**src/rtl/uart_pkg.sv**
```systemverilog
// Shared register map, STATUS bit positions and the state type used by both
// serial engines of the uart peripheral.
package uart_pkg;

  localparam logic [1:0] UART_DATA   = 2'd0;
  localparam logic [1:0] UART_STATUS = 2'd1;
  localparam logic [1:0] UART_DIV    = 2'd2;

  localparam int ST_TX_FULL      = 0;
  localparam int ST_TX_EMPTY     = 1;
  localparam int ST_TX_BUSY      = 2;
  localparam int ST_RX_VALID     = 3;
  localparam int ST_RX_OVERRUN   = 4;
  localparam int ST_RX_FRAME_ERR = 5;

  typedef enum logic [1:0] {IDLE, START, DATA, STOP} uart_state_e;

  // (d+1)/2 without losing the carry when d is all ones
  function automatic logic [15:0] half_period(input logic [15:0] d);
    logic [16:0] p;
    p = {1'b0, d} + 17'd1;
    return p[16:1];
  endfunction

endpackage

```
**src/rtl/uart_if.sv**
```systemverilog
// Peripheral-window bus between the memory decoder and the uart slave.
interface uart_if #(parameter int width = 16) ();
  logic [1:0]       addr;
  logic [width-1:0] data_write;
  logic             w_strobe;
  logic [width-1:0] data_read;

  modport master (output addr, output data_write, output w_strobe, input data_read);
  modport slave  (input addr, input data_write, input w_strobe, output data_read);
endinterface

```
**src/rtl/uart_fifo.sv**
```systemverilog
// Small synchronous FIFO with extra-MSB pointers; full/empty come straight
// from the pointer compare.
module uart_fifo #(
  parameter int width = 8,
  parameter int depth = 4
) (
  input  logic             clk,
  input  logic             rst_b,
  input  logic             push,
  input  logic [width-1:0] din,
  input  logic             pop,
  output logic [width-1:0] dout,
  output logic             full,
  output logic             empty
);
  localparam int aw = $clog2(depth);

  logic [width-1:0] mem [depth];
  logic [aw:0]      wr_ptr;
  logic [aw:0]      rd_ptr;
  logic             do_push;
  logic             do_pop;

  assign empty   = (wr_ptr == rd_ptr);
  assign full    = (wr_ptr[aw] != rd_ptr[aw]) && (wr_ptr[aw-1:0] == rd_ptr[aw-1:0]);
  assign do_pop  = pop && !empty;
  // a pop in the same cycle frees the slot the push needs
  assign do_push = push && (!full || do_pop);
  assign dout    = mem[rd_ptr[aw-1:0]];

  always_ff @(posedge clk or negedge rst_b) begin
    if (!rst_b) begin
      wr_ptr <= '0;
      rd_ptr <= '0;
    end else begin
      if (do_push) wr_ptr <= wr_ptr + 1'b1;
      if (do_pop)  rd_ptr <= rd_ptr + 1'b1;
    end
  end

  always_ff @(posedge clk) begin
    if (do_push) mem[wr_ptr[aw-1:0]] <= din;
  end

endmodule

```
**src/rtl/uart.sv**
```systemverilog
// Byte UART slave: TX FIFO feeding a serialiser, single-entry RX holding
// register, programmable divisor; bit period is div+1 clocks.
//
// state | meaning
// IDLE  | line idle, waiting for a FIFO byte (TX) or a falling edge (RX)
// START | start bit; RX checks it at mid-bit and rejects glitches
// DATA  | eight data bits, LSB first
// STOP  | stop bit; TX chains the next byte, RX delivers or flags framing
module uart
  import uart_pkg::*;
#(
  parameter int          width       = 16,
  parameter int          fifo_depth  = 4,
  parameter logic [15:0] default_div = 16'd433
) (
  input  logic  clk,
  input  logic  reset,
  uart_if.slave bus,
  input  logic  rx,
  output logic  tx
);

  logic [15:0] div;
  logic        tx_push, tx_pop, tx_full, tx_empty;
  logic [7:0]  tx_dout;

  uart_state_e tx_state;
  logic [15:0] tx_cnt, tx_div;
  logic [7:0]  tx_shift;
  logic [2:0]  tx_bit;

  uart_state_e rx_state;
  logic        rx_meta, rx_sync, rx_prev;
  logic [15:0] rx_cnt, rx_div;
  logic [7:0]  rx_shift;
  logic [2:0]  rx_bit;
  logic        rx_done, rx_ferr;

  logic        rx_valid, rx_overrun, rx_frame_err;
  logic [7:0]  rx_byte;
  logic        st_wr, div_wr;
  logic        clr_valid, clr_overrun, clr_ferr;
  logic [width-1:0] rd_next;

  assign tx_push     = bus.w_strobe && (bus.addr == UART_DATA);
  assign st_wr       = bus.w_strobe && (bus.addr == UART_STATUS);
  assign div_wr      = bus.w_strobe && (bus.addr == UART_DIV);
  assign clr_valid   = st_wr && bus.data_write[0];
  assign clr_overrun = st_wr && bus.data_write[1];
  assign clr_ferr    = st_wr && bus.data_write[2];

  assign tx_pop = !tx_empty &&
                  ((tx_state == IDLE) || ((tx_state == STOP) && (tx_cnt == 16'd0)));

  uart_fifo #(.width(8), .depth(fifo_depth)) u_tx_fifo (
    .clk   (clk),
    .rst_b (reset),
    .push  (tx_push),
    .din   (bus.data_write[7:0]),
    .pop   (tx_pop),
    .dout  (tx_dout),
    .full  (tx_full),
    .empty (tx_empty)
  );

  always_ff @(posedge clk or negedge reset) begin
    if (!reset) begin
      tx_state <= IDLE;
      tx       <= 1'b1;
      tx_cnt   <= '0;
      tx_div   <= '0;
      tx_shift <= '0;
      tx_bit   <= '0;
    end else if (tx_pop) begin
      tx_state <= START;
      tx       <= 1'b0;
      tx_shift <= tx_dout;
      tx_div   <= div;
      tx_cnt   <= div;
    end else begin
      case (tx_state)
        START: begin
          if (tx_cnt == 16'd0) begin
            tx_state <= DATA;
            tx       <= tx_shift[0];
            tx_shift <= {1'b0, tx_shift[7:1]};
            tx_bit   <= '0;
            tx_cnt   <= tx_div;
          end else tx_cnt <= tx_cnt - 16'd1;
        end
        DATA: begin
          if (tx_cnt == 16'd0) begin
            tx_cnt <= tx_div;
            if (tx_bit == 3'd7) begin
              tx_state <= STOP;
              tx       <= 1'b1;
            end else begin
              tx       <= tx_shift[0];
              tx_shift <= {1'b0, tx_shift[7:1]};
              tx_bit   <= tx_bit + 3'd1;
            end
          end else tx_cnt <= tx_cnt - 16'd1;
        end
        STOP: begin
          if (tx_cnt == 16'd0) tx_state <= IDLE;
          else                 tx_cnt   <= tx_cnt - 16'd1;
        end
        default: tx_state <= IDLE;
      endcase
    end
  end

  always_ff @(posedge clk or negedge reset) begin
    if (!reset) begin
      rx_meta <= 1'b1;
      rx_sync <= 1'b1;
      rx_prev <= 1'b1;
    end else begin
      rx_meta <= rx;
      rx_sync <= rx_meta;
      rx_prev <= rx_sync;
    end
  end

  // after a framing error the edge detector needs the line high again before
  // another start can be seen, so IDLE is entered directly
  always_ff @(posedge clk or negedge reset) begin
    if (!reset) begin
      rx_state <= IDLE;
      rx_cnt   <= '0;
      rx_div   <= '0;
      rx_shift <= '0;
      rx_bit   <= '0;
      rx_done  <= 1'b0;
      rx_ferr  <= 1'b0;
    end else begin
      rx_done <= 1'b0;
      rx_ferr <= 1'b0;
      case (rx_state)
        IDLE: begin
          if (rx_prev && !rx_sync) begin
            rx_state <= START;
            rx_div   <= div;
            rx_cnt   <= half_period(div);
          end
        end
        START: begin
          if (rx_cnt == 16'd0) begin
            rx_state <= rx_sync ? IDLE : DATA;
            rx_cnt   <= rx_div;
            rx_bit   <= '0;
          end else rx_cnt <= rx_cnt - 16'd1;
        end
        DATA: begin
          if (rx_cnt == 16'd0) begin
            rx_shift <= {rx_sync, rx_shift[7:1]};
            rx_cnt   <= rx_div;
            if (rx_bit == 3'd7) rx_state <= STOP;
            else                rx_bit   <= rx_bit + 3'd1;
          end else rx_cnt <= rx_cnt - 16'd1;
        end
        STOP: begin
          if (rx_cnt == 16'd0) begin
            rx_state <= IDLE;
            if (rx_sync) rx_done <= 1'b1;
            else         rx_ferr <= 1'b1;
          end else rx_cnt <= rx_cnt - 16'd1;
        end
        default: rx_state <= IDLE;
      endcase
    end
  end

  always_ff @(posedge clk or negedge reset) begin
    if (!reset) begin
      div          <= default_div;
      rx_valid     <= 1'b0;
      rx_byte      <= '0;
      rx_overrun   <= 1'b0;
      rx_frame_err <= 1'b0;
    end else begin
      if (div_wr) div <= bus.data_write[15:0];
      if (clr_overrun) rx_overrun <= 1'b0;
      if (clr_ferr) rx_frame_err <= 1'b0;
      if (rx_ferr) rx_frame_err <= 1'b1;
      // a consume in the same cycle makes room for the arriving byte
      if (rx_done) begin
        if (rx_valid && !clr_valid) rx_overrun <= 1'b1;
        else begin
          rx_valid <= 1'b1;
          rx_byte  <= rx_shift;
        end
      end else if (clr_valid) rx_valid <= 1'b0;
    end
  end

  always_comb begin
    rd_next = '0;
    case (bus.addr)
      UART_DATA: begin
        rd_next[8]   = rx_valid;
        rd_next[7:0] = rx_byte;
      end
      UART_STATUS: begin
        rd_next[ST_TX_FULL]      = tx_full;
        rd_next[ST_TX_EMPTY]     = tx_empty;
        rd_next[ST_TX_BUSY]      = (tx_state != IDLE);
        rd_next[ST_RX_VALID]     = rx_valid;
        rd_next[ST_RX_OVERRUN]   = rx_overrun;
        rd_next[ST_RX_FRAME_ERR] = rx_frame_err;
      end
      UART_DIV: rd_next[15:0] = div;
      default:  rd_next = '0;
    endcase
  end

  always_ff @(posedge clk or negedge reset) begin
    if (!reset) bus.data_read <= '0;
    else        bus.data_read <= rd_next;
  end

endmodule

```
**src/flat_wrapper.sv**
```systemverilog
// flat-port wrapper written by rule: the top's interface ports become plain ports
module uart_flat import uart_pkg::*;
#(
  parameter int          width       = 16,
  parameter int          fifo_depth  = 4,
  parameter logic [15:0] default_div = 16'd433
)
  (clk, reset, rx, tx, bus_addr, bus_data_write, bus_w_strobe, bus_data_read);
  uart_if #(.width(width)) bus_i ();
  input  logic clk;
  input  logic reset;
  input  logic rx;
  output logic tx;
  input wire logic [$bits(bus_i.addr)-1:0] bus_addr;
  input wire logic [$bits(bus_i.data_write)-1:0] bus_data_write;
  input wire logic [$bits(bus_i.w_strobe)-1:0] bus_w_strobe;
  output wire logic [$bits(bus_i.data_read)-1:0] bus_data_read;
  assign bus_i.addr = bus_addr;
  assign bus_i.data_write = bus_data_write;
  assign bus_i.w_strobe = bus_w_strobe;
  assign bus_data_read = bus_i.data_read;
  uart #(.width(width), .fifo_depth(fifo_depth), .default_div(default_div)) u_core (.clk(clk), .reset(reset), .bus(bus_i), .rx(rx), .tx(tx));
endmodule
```
**config.mk**
```make
export PLATFORM = sky130hd
export DESIGN_NAME = uart_flat
export DESIGN_NICKNAME = d
export VERILOG_FILES = /design/src/rtl/uart_pkg.sv /design/src/rtl/uart_if.sv /design/src/rtl/uart_fifo.sv /design/src/rtl/uart.sv /design/src/flat_wrapper.sv
export SDC_FILE = /design/constraint.sdc
export NUM_CORES = 1
export LEC_CHECK = 0
export CORE_UTILIZATION = 40
export CTS_CLUSTER_DIAMETER = 120
export DETAILED_ROUTE_END_ITERATION = 12
export HOLD_SLACK_MARGIN = 0.02
export PLACE_DENSITY = 0.57
export SYNTH_ARGS = -nofsm -noshare
export SYNTH_HDL_FRONTEND = slang
export SYNTH_SLANG_ARGS = --single-unit
```
**constraint.sdc**
```tcl
create_clock -name clk -period 3.3 [get_ports clk]
set_input_delay 0.495 -clock clk [delete_from_list [all_inputs] [get_ports clk]]
set_output_delay 0.495 -clock clk [all_outputs]
set_load 0.05 [all_outputs]
```
==> impl_summary.log <==
INFO  metric post_route_cell_area = ~0.01 mm2
INFO  metric mappedNetlistArea = a little under 0.009 mm2
INFO  metric detailedRoute.firstPassIterationCount = 5
INFO  metric place.gp.congestion = ~0.87
INFO  metric syn-instance-count = about 800
INFO  metric cts.clk_slew.worst_paths = approximately 0.070 ns
INFO  metric timing.final.max_slew_violations = 0
INFO  metric postSynthRegisterBits = 177
INFO  metric design.die.area = 0.0226 mm2
INFO  metric crit-reg2reg-capture = u_core.rx_cnt[12]
INFO  metric wl_per_cell = between 15 and 20 um
INFO  metric htreeDepth = 4
INFO  metric setup_violations = 0
INFO  metric vertical_die_dimension = between 150 and 200 um
INFO  metric number_of_vias_per_cell_after_detailed_routing = between 5 and 6
INFO  metric synth_compound_area_share = roughly an eighth
INFO  metric n_fill_cell = 1943
INFO  metric max-slew-margin-rel = between 20% and 30%
INFO  metric final_nets = between 800 and 900
INFO  metric achievable-frequency = about 0.34 GHz
INFO  metric rr_startpoint = u_core.rx_cnt[0]
INFO  metric place.detailed.hpwl = 14900 um
INFO  metric reg2reg_depth = 7
INFO  metric tns = 0 ns
INFO  metric p_sw = 3.87 mW
INFO  metric async_flop_share = 81.9%
INFO  metric rrSetupSlack = between 0.3 and 0.4 ns
INFO  metric timing_hold_violations_final = 0
INFO  metric synth_top_cell_area_share = around 39%
INFO  metric number_of_global_route_vias_before_repair = between 6000 and 7000
INFO  metric multi_input_comb_area = 0.00387 mm2
INFO  metric globalRouteTotalUtil = between 20% and 30%
INFO  metric detail_route.iter0.violations = between 500 and 600
INFO  metric synth_top_family_by_area = simple AND/OR/NAND/NOR gates
INFO  metric drtAntennaViolNets = 0
INFO  metric critPathArrivalTime = approximately 3.2 ns
INFO  metric cts_tree = built
INFO  metric clk_root_buffer_cell = sky130_fd_sc_hd__clkbuf_16
INFO  metric largest_net_degree_at_the_start_of_global_routing = 67
INFO  metric type_of_element_capturing_the_critical_path = flop
INFO  metric setup.worst_path.class = flop to flop
INFO  metric tightest_slew = about 1.1 ns
INFO  metric synthAdderAreaFrac = 2.99%
INFO  metric postCtsSetupBuffers = 0
INFO  metric cts_max_path_buffers = 2
INFO  metric vias = 6512
INFO  metric hold_buffers = 0
INFO  metric synth-main-ff-cell = sky130_fd_sc_hd__dfrtp_1
INFO  metric slowest_stage = sky130_fd_sc_hd__or4_1
INFO  metric synth_xor_area_share = 2.89%
INFO  metric worst_hold_path_type = input pin to async pin
INFO  metric grt_setup_unrepaired = false
INFO  metric vdd_ir_drop_max = a little over 0.4 mV
INFO  metric yosys-top-cells-area = sky130_fd_sc_hd__dfrtp_1 39%, sky130_fd_sc_hd__edfxtp_1 11%, sky130_fd_sc_hd__mux2_2 5.9%
INFO  metric layout.cells.most_common = sky130_fd_sc_hd__dfrtp_1
INFO  metric synthToLayoutAreaGrowth = 14.1%
INFO  metric final_util = 47.2%
INFO  metric powerDensity = just over 900 mW/mm2
INFO  metric io_pins = 39
INFO  metric fin_worst_skew = around 0.010 ns
INFO  metric post_cts_resize_count = 0
INFO  metric fp.dieW = ~150 um
INFO  metric seqCellArea = around 0.0046 mm2
INFO  metric num_antenna_cells = 0
INFO  metric timing.critical_path.from_type = flop
INFO  metric netlist.top_cell.by_area = sky130_fd_sc_hd__dfrtp_1
INFO  metric grt_overflow = 0
INFO  metric count_of_unique_library_cells_instantiated_by_yosys = 74
INFO  metric max_cap_viol_count = 0
INFO  metric fp-row-count = between 50 and 60
INFO  metric clock_power_share = a little over a fifth
INFO  metric synth-simple-area-share = 15.5%
INFO  metric endpoint_required_time_on_the_critical_path = 3.58 ns
INFO  metric muxShareOfSynthArea = under 10%
INFO  metric p_leak = 4.17 nW
INFO  metric synth.yosys.seq_area_share = between 50 and 60%
INFO  metric clk-insertion-delay-late = about 0.44 ns
INFO  metric placed_cell_area = 0.00945 mm2
INFO  metric layout.cells.most_common_list = 136 x sky130_fd_sc_hd__dfrtp_1, 99 x sky130_fd_sc_hd__nand2_1, 46 x sky130_fd_sc_hd__mux2_2
INFO  metric io_buffers = 38
INFO  metric antenna_found_initial = 1
INFO  metric crit_chain = inv_1, ha_1, or3b_1, or4_1, nor2_1, a21oi_1, o311ai_0
INFO  metric floorplan.initialDensity = between 40% and 50%
INFO  metric layout-drive-gt1-share = 15.5%
INFO  metric cts_made_buffers = 17
INFO  metric internal-power = 5.43 mW
INFO  metric numClockSinks = about 180
INFO  metric yosysWarningCount = 0
INFO  metric synth.avg_cell_area = about 11 um2
INFO  metric total_wirelength = around 22000 um
INFO  metric combinational_cell_fraction_of_total_power = 41.0%
INFO  metric timing.final.crit_share = 88.5%
INFO  metric p_seq_share = 37.4%
INFO  metric worstPathMaxFanout = 9
INFO  metric worst_path_largest_cell_delay = about 0.8 ns
INFO  metric switching_share = 41.6%
INFO  metric syn_nets = about 840
INFO  metric edff_count_synth = 32
INFO  metric final.min_clock_period = slightly below 3 ns
INFO  metric status = finished clean
INFO  metric design.core.area = 0.0213 mm2
INFO  metric global_route_wire_length_before_repair = 35900 um
INFO  metric remaining_design_rule_violation_count = 0
power by group through the flow:
stage | Combinational (mW) | Sequential [mW] | Clock, mW
6_report | 3.81 | 3.48 | 2.01
2_1_floorplan | 2.87 | 3.31 | 0
4_1_cts | 3.81 | 3.47 | 2.04
3_5_place_dp | 3.79 | 3.50 | 0
5_1_grt | 4.23 | 3.57 | 2.13
3_3_place_gp | 3.64 | 3.48 | 0
synthesized netlist by cell type, types with 10 or more instances:
master	instances
sky130_fd_sc_hd__a221o_1	15
sky130_fd_sc_hd__inv_1	28
sky130_fd_sc_hd__ha_1	21
sky130_fd_sc_hd__nand3_1	25
sky130_fd_sc_hd__o21ai_0	26
sky130_fd_sc_hd__clkbuf_1	34
sky130_fd_sc_hd__a31oi_1	13
sky130_fd_sc_hd__a21oi_1	21
sky130_fd_sc_hd__nand2_1	99
sky130_fd_sc_hd__xor2_1	10
sky130_fd_sc_hd__o31ai_1	10
sky130_fd_sc_hd__nor2_1	33
sky130_fd_sc_hd__mux2i_1	17
sky130_fd_sc_hd__edfxtp_1	32
sky130_fd_sc_hd__nor4_1	20
sky130_fd_sc_hd__and2_1	14
sky130_fd_sc_hd__mux2_2	46
sky130_fd_sc_hd__nor3_1	23
sky130_fd_sc_hd__buf_2	14
sky130_fd_sc_hd__xnor2_1	19
sky130_fd_sc_hd__dfrtp_1	136
metrics by stage:
stage | worst slack, ns | hold WS, ns | std cells | total power [mW]
CTS | 0.421 | 0.0656 | 1108 | 9.33
global placement | 0.553 | 0.348 | 1076 | 7.12
finish | 0.380 | 0.0454 | 1108 | 9.30
floorplan | 0.791 | 0.199 | 798 | 6.19
detailed placement | 0.440 | 0.350 | 1076 | 7.29
global route | 0.193 | 0.0804 | 1108 | 9.92
worst max-delay path, delay by kind of cell, from the launching register on:
kind | cells | cell delay, ns
AOI/OAI and AO/OA | 2 | 0.55
and+or+nand+nor | 3 | 1.51
buffers and inverters | 1 | 0.11
adders and majority gates | 1 | 0.19
DFF | 1 | 0.41
cell families (layout without fill, tap and decap cells):
group / after synthesis / count (layout)
buf+inv: 81 / 116
xor+xnor: 29 / 29
mux: 71 / 71
flops: 177 / 177
simple gates: 269 / 269
compound gates: 150 / 150
fa+ha+maj: 21 / 21
worst max-delay path by stage:
| stage | start | end | slack (ns) |
|---|---|---|---|
| after global routing | u_core.rx_cnt[0] | u_core.rx_cnt[12] | 0.19 |
| after detailed placement | u_core.rx_cnt[0] | u_core.rx_bit[0] | 0.44 |
| final | u_core.rx_cnt[0] | u_core.rx_cnt[12] | 0.38 |
| after floorplan | u_core.tx_cnt[0] | u_core.u_tx_fifo.mem[3][0] | 0.79 |
| after CTS | u_core.rx_cnt[0] | u_core.rx_bit[0] | 0.42 |
| after global placement | u_core.rx_cnt[0] | u_core.rx_bit[0] | 0.55 |
per-layer routing:
| metal | vias to the layer above | track usage, % | wire, um | share of wire (%) |
|---|---|---|---|---|
| met2 | 210 | 33.5 | 10800 | 49 |
| li1 | 2981 | - | - | - |
| met4 | 0 | 6.57 | 382 | 1.7 |
| met1 | 3290 | 28.7 | 9780 | 45 |
| met5 | - | 0 | 0 | 0 |
| met3 | 31 | 3.27 | 1040 | 4.7 |
cell type report:
type	count	area share (%)
sequential	177	45.8
multi-input combinational	540	38.5
timing repair buffer	56	5.27
clock buffer	17	4.24
tap	275	3.43
clock inverter	15	1.66
inverter	28	1.05
sequential cells by signal, summed over array words and instances (netlist names), 2 cells and up, named ones only:
name and count:
u_core.u_tx_fifo.mem 32, u_core.bus.data_read 16, u_core.div 16, u_core.rx_cnt 16
u_core.rx_div 16, u_core.tx_cnt 16, u_core.tx_div 16, u_core.rx_byte 8
u_core.rx_shift 8, u_core.tx_shift 8, u_core.rx_bit 3, u_core.tx_bit 3
u_core.u_tx_fifo.rd_ptr 3, u_core.u_tx_fifo.wr_ptr 3, u_core.tx_state 2
Power figures use the tool's default switching activity.
==> variant (same settings) <==
Put one more register stage on the output `tx`, with the module's reset. The value now appears one clock later. The other outputs are not delayed to match.
--- a/src/rtl/uart.sv
+++ b/src/rtl/uart.sv
@@ -20,6 +20,8 @@
   output logic  tx
 );
 
+  logic tx_s0;
+
   logic [15:0] div;
   logic        tx_push, tx_pop, tx_full, tx_empty;
   logic [7:0]  tx_dout;
@@ -66,14 +68,14 @@
   always_ff @(posedge clk or negedge reset) begin
     if (!reset) begin
       tx_state <= IDLE;
-      tx       <= 1'b1;
+      tx_s0    <= 1'b1;
       tx_cnt   <= '0;
       tx_div   <= '0;
       tx_shift <= '0;
       tx_bit   <= '0;
     end else if (tx_pop) begin
       tx_state <= START;
-      tx       <= 1'b0;
+      tx_s0    <= 1'b0;
       tx_shift <= tx_dout;
       tx_div   <= div;
       tx_cnt   <= div;
@@ -82,7 +84,7 @@
         START: begin
           if (tx_cnt == 16'd0) begin
             tx_state <= DATA;
-            tx       <= tx_shift[0];
+            tx_s0    <= tx_shift[0];
             tx_shift <= {1'b0, tx_shift[7:1]};
             tx_bit   <= '0;
             tx_cnt   <= tx_div;
@@ -93,9 +95,9 @@
             tx_cnt <= tx_div;
             if (tx_bit == 3'd7) begin
               tx_state <= STOP;
-              tx       <= 1'b1;
+              tx_s0    <= 1'b1;
             end else begin
-              tx       <= tx_shift[0];
+              tx_s0    <= tx_shift[0];
               tx_shift <= {1'b0, tx_shift[7:1]};
               tx_bit   <= tx_bit + 3'd1;
             end
@@ -219,5 +221,13 @@
     else        bus.data_read <= rd_next;
   end
 
+  always_ff @(posedge clk or negedge reset) begin
+    if (!reset) begin
+      tx <= '0;
+    end else begin
+      tx <= tx_s0;
+    end
+  end
+
 endmodule
 
Check against the original RTL: not equivalent (Yosys sat finds a counterexample within 4 cycles, from zero or initial values and one cycle with reset low).
==> variant against the original RTL <==
- synthesized cell count down 2.3%
- largest power group is now sequential cells
- worst setup slack got worse by 130 ps
- combinational power decreased by 15%
- sequential cell count increased by 1
- power is 5.6% lower
- maximum frequency is 4.4% lower
- synthesized area fell by 3.2%
- wire length shrank 5.8%
- cell count fell by 0.63%
- critical path type unchanged
- design area decreased by 2.2%
- die area down 3.1%
- hold slack gained 45 ps
- count of clock-buffer cells in the layout increased by 5
- highest routed layer unchanged
==> variant: results (changes against the original RTL) <==
[cts]
cts_resized=0  ; unchanged
h-tree-depth=4  ; unchanged
worstSkewPairLatency_ps=440  ; about the same
cts.path.max_buffers=2  ; unchanged
post_cts_buffers=0  ; unchanged
cts.clk_slew.worst_paths_ps=70  ; about the same
cts_root_buf=clkbuf_16  ; unchanged

[critical_path]
critPathMaxStageDelay_ps=590  ; was 810 ps
crit_arrival_ps=3150  ; was 3200 ps
timing.rr.start=u_core.tx_cnt[0]$_DFFE_PN0P_  ; was u_core.rx_cnt[0]$_DFFE_PN0P_
critical-path-top-delay-family=simple AND/OR/NAND/NOR gates  ; unchanged
crit_fanout=9  ; unchanged
cp_slowest_cell=a2111oi_4  ; was or4_1
reg2reg_slack_ps=250  ; was 380 ps
regToRegEndpoint=u_core.u_tx_fifo.mem[3][0]$_DFFE_PP_  ; was u_core.rx_cnt[12]$_DFFE_PN0P_

[power]
leakage_nw=4.171  ; was 4.167 nW
peakVddDrop_mv=0.4124  ; was 0.4074 mV

[detailed_routing]
viasPerCell=5.583  ; was 5.877
routed_wl_um=20690  ; was 21960 um
drtIter0Drc=424  ; was 567

[synth]
synth-async-reset-ratio_pct=82.02  ; was 81.92%
synth_edf_count=32  ; unchanged
synth_nets=823  ; was 841
yosys-top-cells-count=137 x dfrtp_1, 105 x nand2_1, 47 x mux2_2  ; was 136 x dfrtp_1, 99 x nand2_1, 46 x mux2_2
yosys-top-cells-area=dfrtp_1 40%, edfxtp_1 11%, mux2_2 6.2%  ; was dfrtp_1 39%, edfxtp_1 11%, mux2_2 5.9%
ys_types=57  ; was 74
ys_warn_count=0  ; unchanged
synth_seq_area_share_pct=54.31  ; was 52.31%

[sta]
relSlewSlack_pct=22.96  ; was 26.05%
fin_skew_ps=10.46  ; was 10.36 ps

[global_route]
grt_pass1_vias=6240  ; was 6451
grt_max_degree=83  ; was 67
grt_use_total_pct=20.14  ; was 20.81%
antenna_found_initial=0  ; was 1
grt_pass1_wl_um=33690  ; was 35860 um

[finish]
largest_register_ffs=32  ; unchanged
drive_gt1_share_pct=14.53  ; was 15.49%
nets=856  ; was 863
antenna_cells=0  ; unchanged

[place]
place.gp.congestion=0.9615  ; was 0.8688
dp_hpwl_um=14740  ; was 14890 um
numPortBuffers=38  ; unchanged

[status]
outcome=finished, final reports clean  ; unchanged

variant: cell types whose count changed after synthesis, sizes merged, moves of 5 or more:
cell,delta
o211ai,-10
nor4,-11
a22o,+8
nor2,+9
a21oi,+23
o21ai,+14
buf,-8
or4,-7
nand2,+5
a2bb2oi,+5
inv,-7
a221o,-15
a31oi,-5
variant: area by class of cell:
type                       instances  area, um2
fill                            1932      11140
sequential                       178       4626
multi-input combinational        540       3655
timing repair buffer              55      509.2
clock buffer                      22      496.7
tap                              275      344.1
clock inverter                    10      110.1
inverter                          21      78.83
variant: worst max path at each step:
stage,depth (start not counted),end,from,slack [ps]
6_report,7,u_core.u_tx_fifo.mem[3][0]$_DFFE_PP_,u_core.tx_cnt[0]$_DFFE_PN0P_,250
3_3_place_gp,7,u_core.u_tx_fifo.mem[3][5]$_DFFE_PP_,u_core.tx_cnt[0]$_DFFE_PN0P_,400
2_1_floorplan,7,u_core.u_tx_fifo.mem[3][0]$_DFFE_PP_,u_core.tx_cnt[0]$_DFFE_PN0P_,680
4_1_cts,7,u_core.u_tx_fifo.mem[3][0]$_DFFE_PP_,u_core.tx_cnt[0]$_DFFE_PN0P_,240
3_5_place_dp,7,u_core.u_tx_fifo.mem[3][4]$_DFFE_PP_,u_core.tx_cnt[0]$_DFFE_PN0P_,260
5_1_grt,7,u_core.u_tx_fifo.mem[3][0]$_DFFE_PP_,u_core.tx_cnt[0]$_DFFE_PN0P_,50
variant: power by group:
part,internal (mW),switching (mW)
Sequential,2.87,0.611
Clock,1.17,0.904
Combinational,1.35,1.88
variant: cells by family after synthesis:
group           count (synthesis)  synth area share, %
mux                            72                10.33
fa+ha+maj                      21                3.085
xor+xnor                       27                2.776
buf+inv                        62                2.821
flops                         178                54.31
compound gates                158                12.16
simple gates                  262                14.51
variant: through the flow:
| stage | area, um2 | std cells | setup WS, ps | power, mW | hold WS [ps] |
|---|---|---|---|---|---|
| after global placement | 9213 | 1069 | 403.3 | 6.612 | 347.9 |
| after CTS | 9819 | 1101 | 244.3 | 8.838 | 149.2 |
| after detailed placement | 9213 | 1069 | 260.8 | 6.729 | 350.7 |
| after floorplan | 8517 | 780 | 675.0 | 5.742 | 199.4 |
| after global routing | 9819 | 1101 | 48.25 | 9.387 | 162.2 |
| final | 9819 | 1101 | 247.1 | 8.783 | 90.77 |
variant: metal layers:
layer	GRT usage [%]	vias up	routed length, um
met1	26.17	3067	9140
met3	4.259	37	932
met2	32.95	173	10120
met5	0	-	0
met4	7.835	0	498
li1	-	2870	-
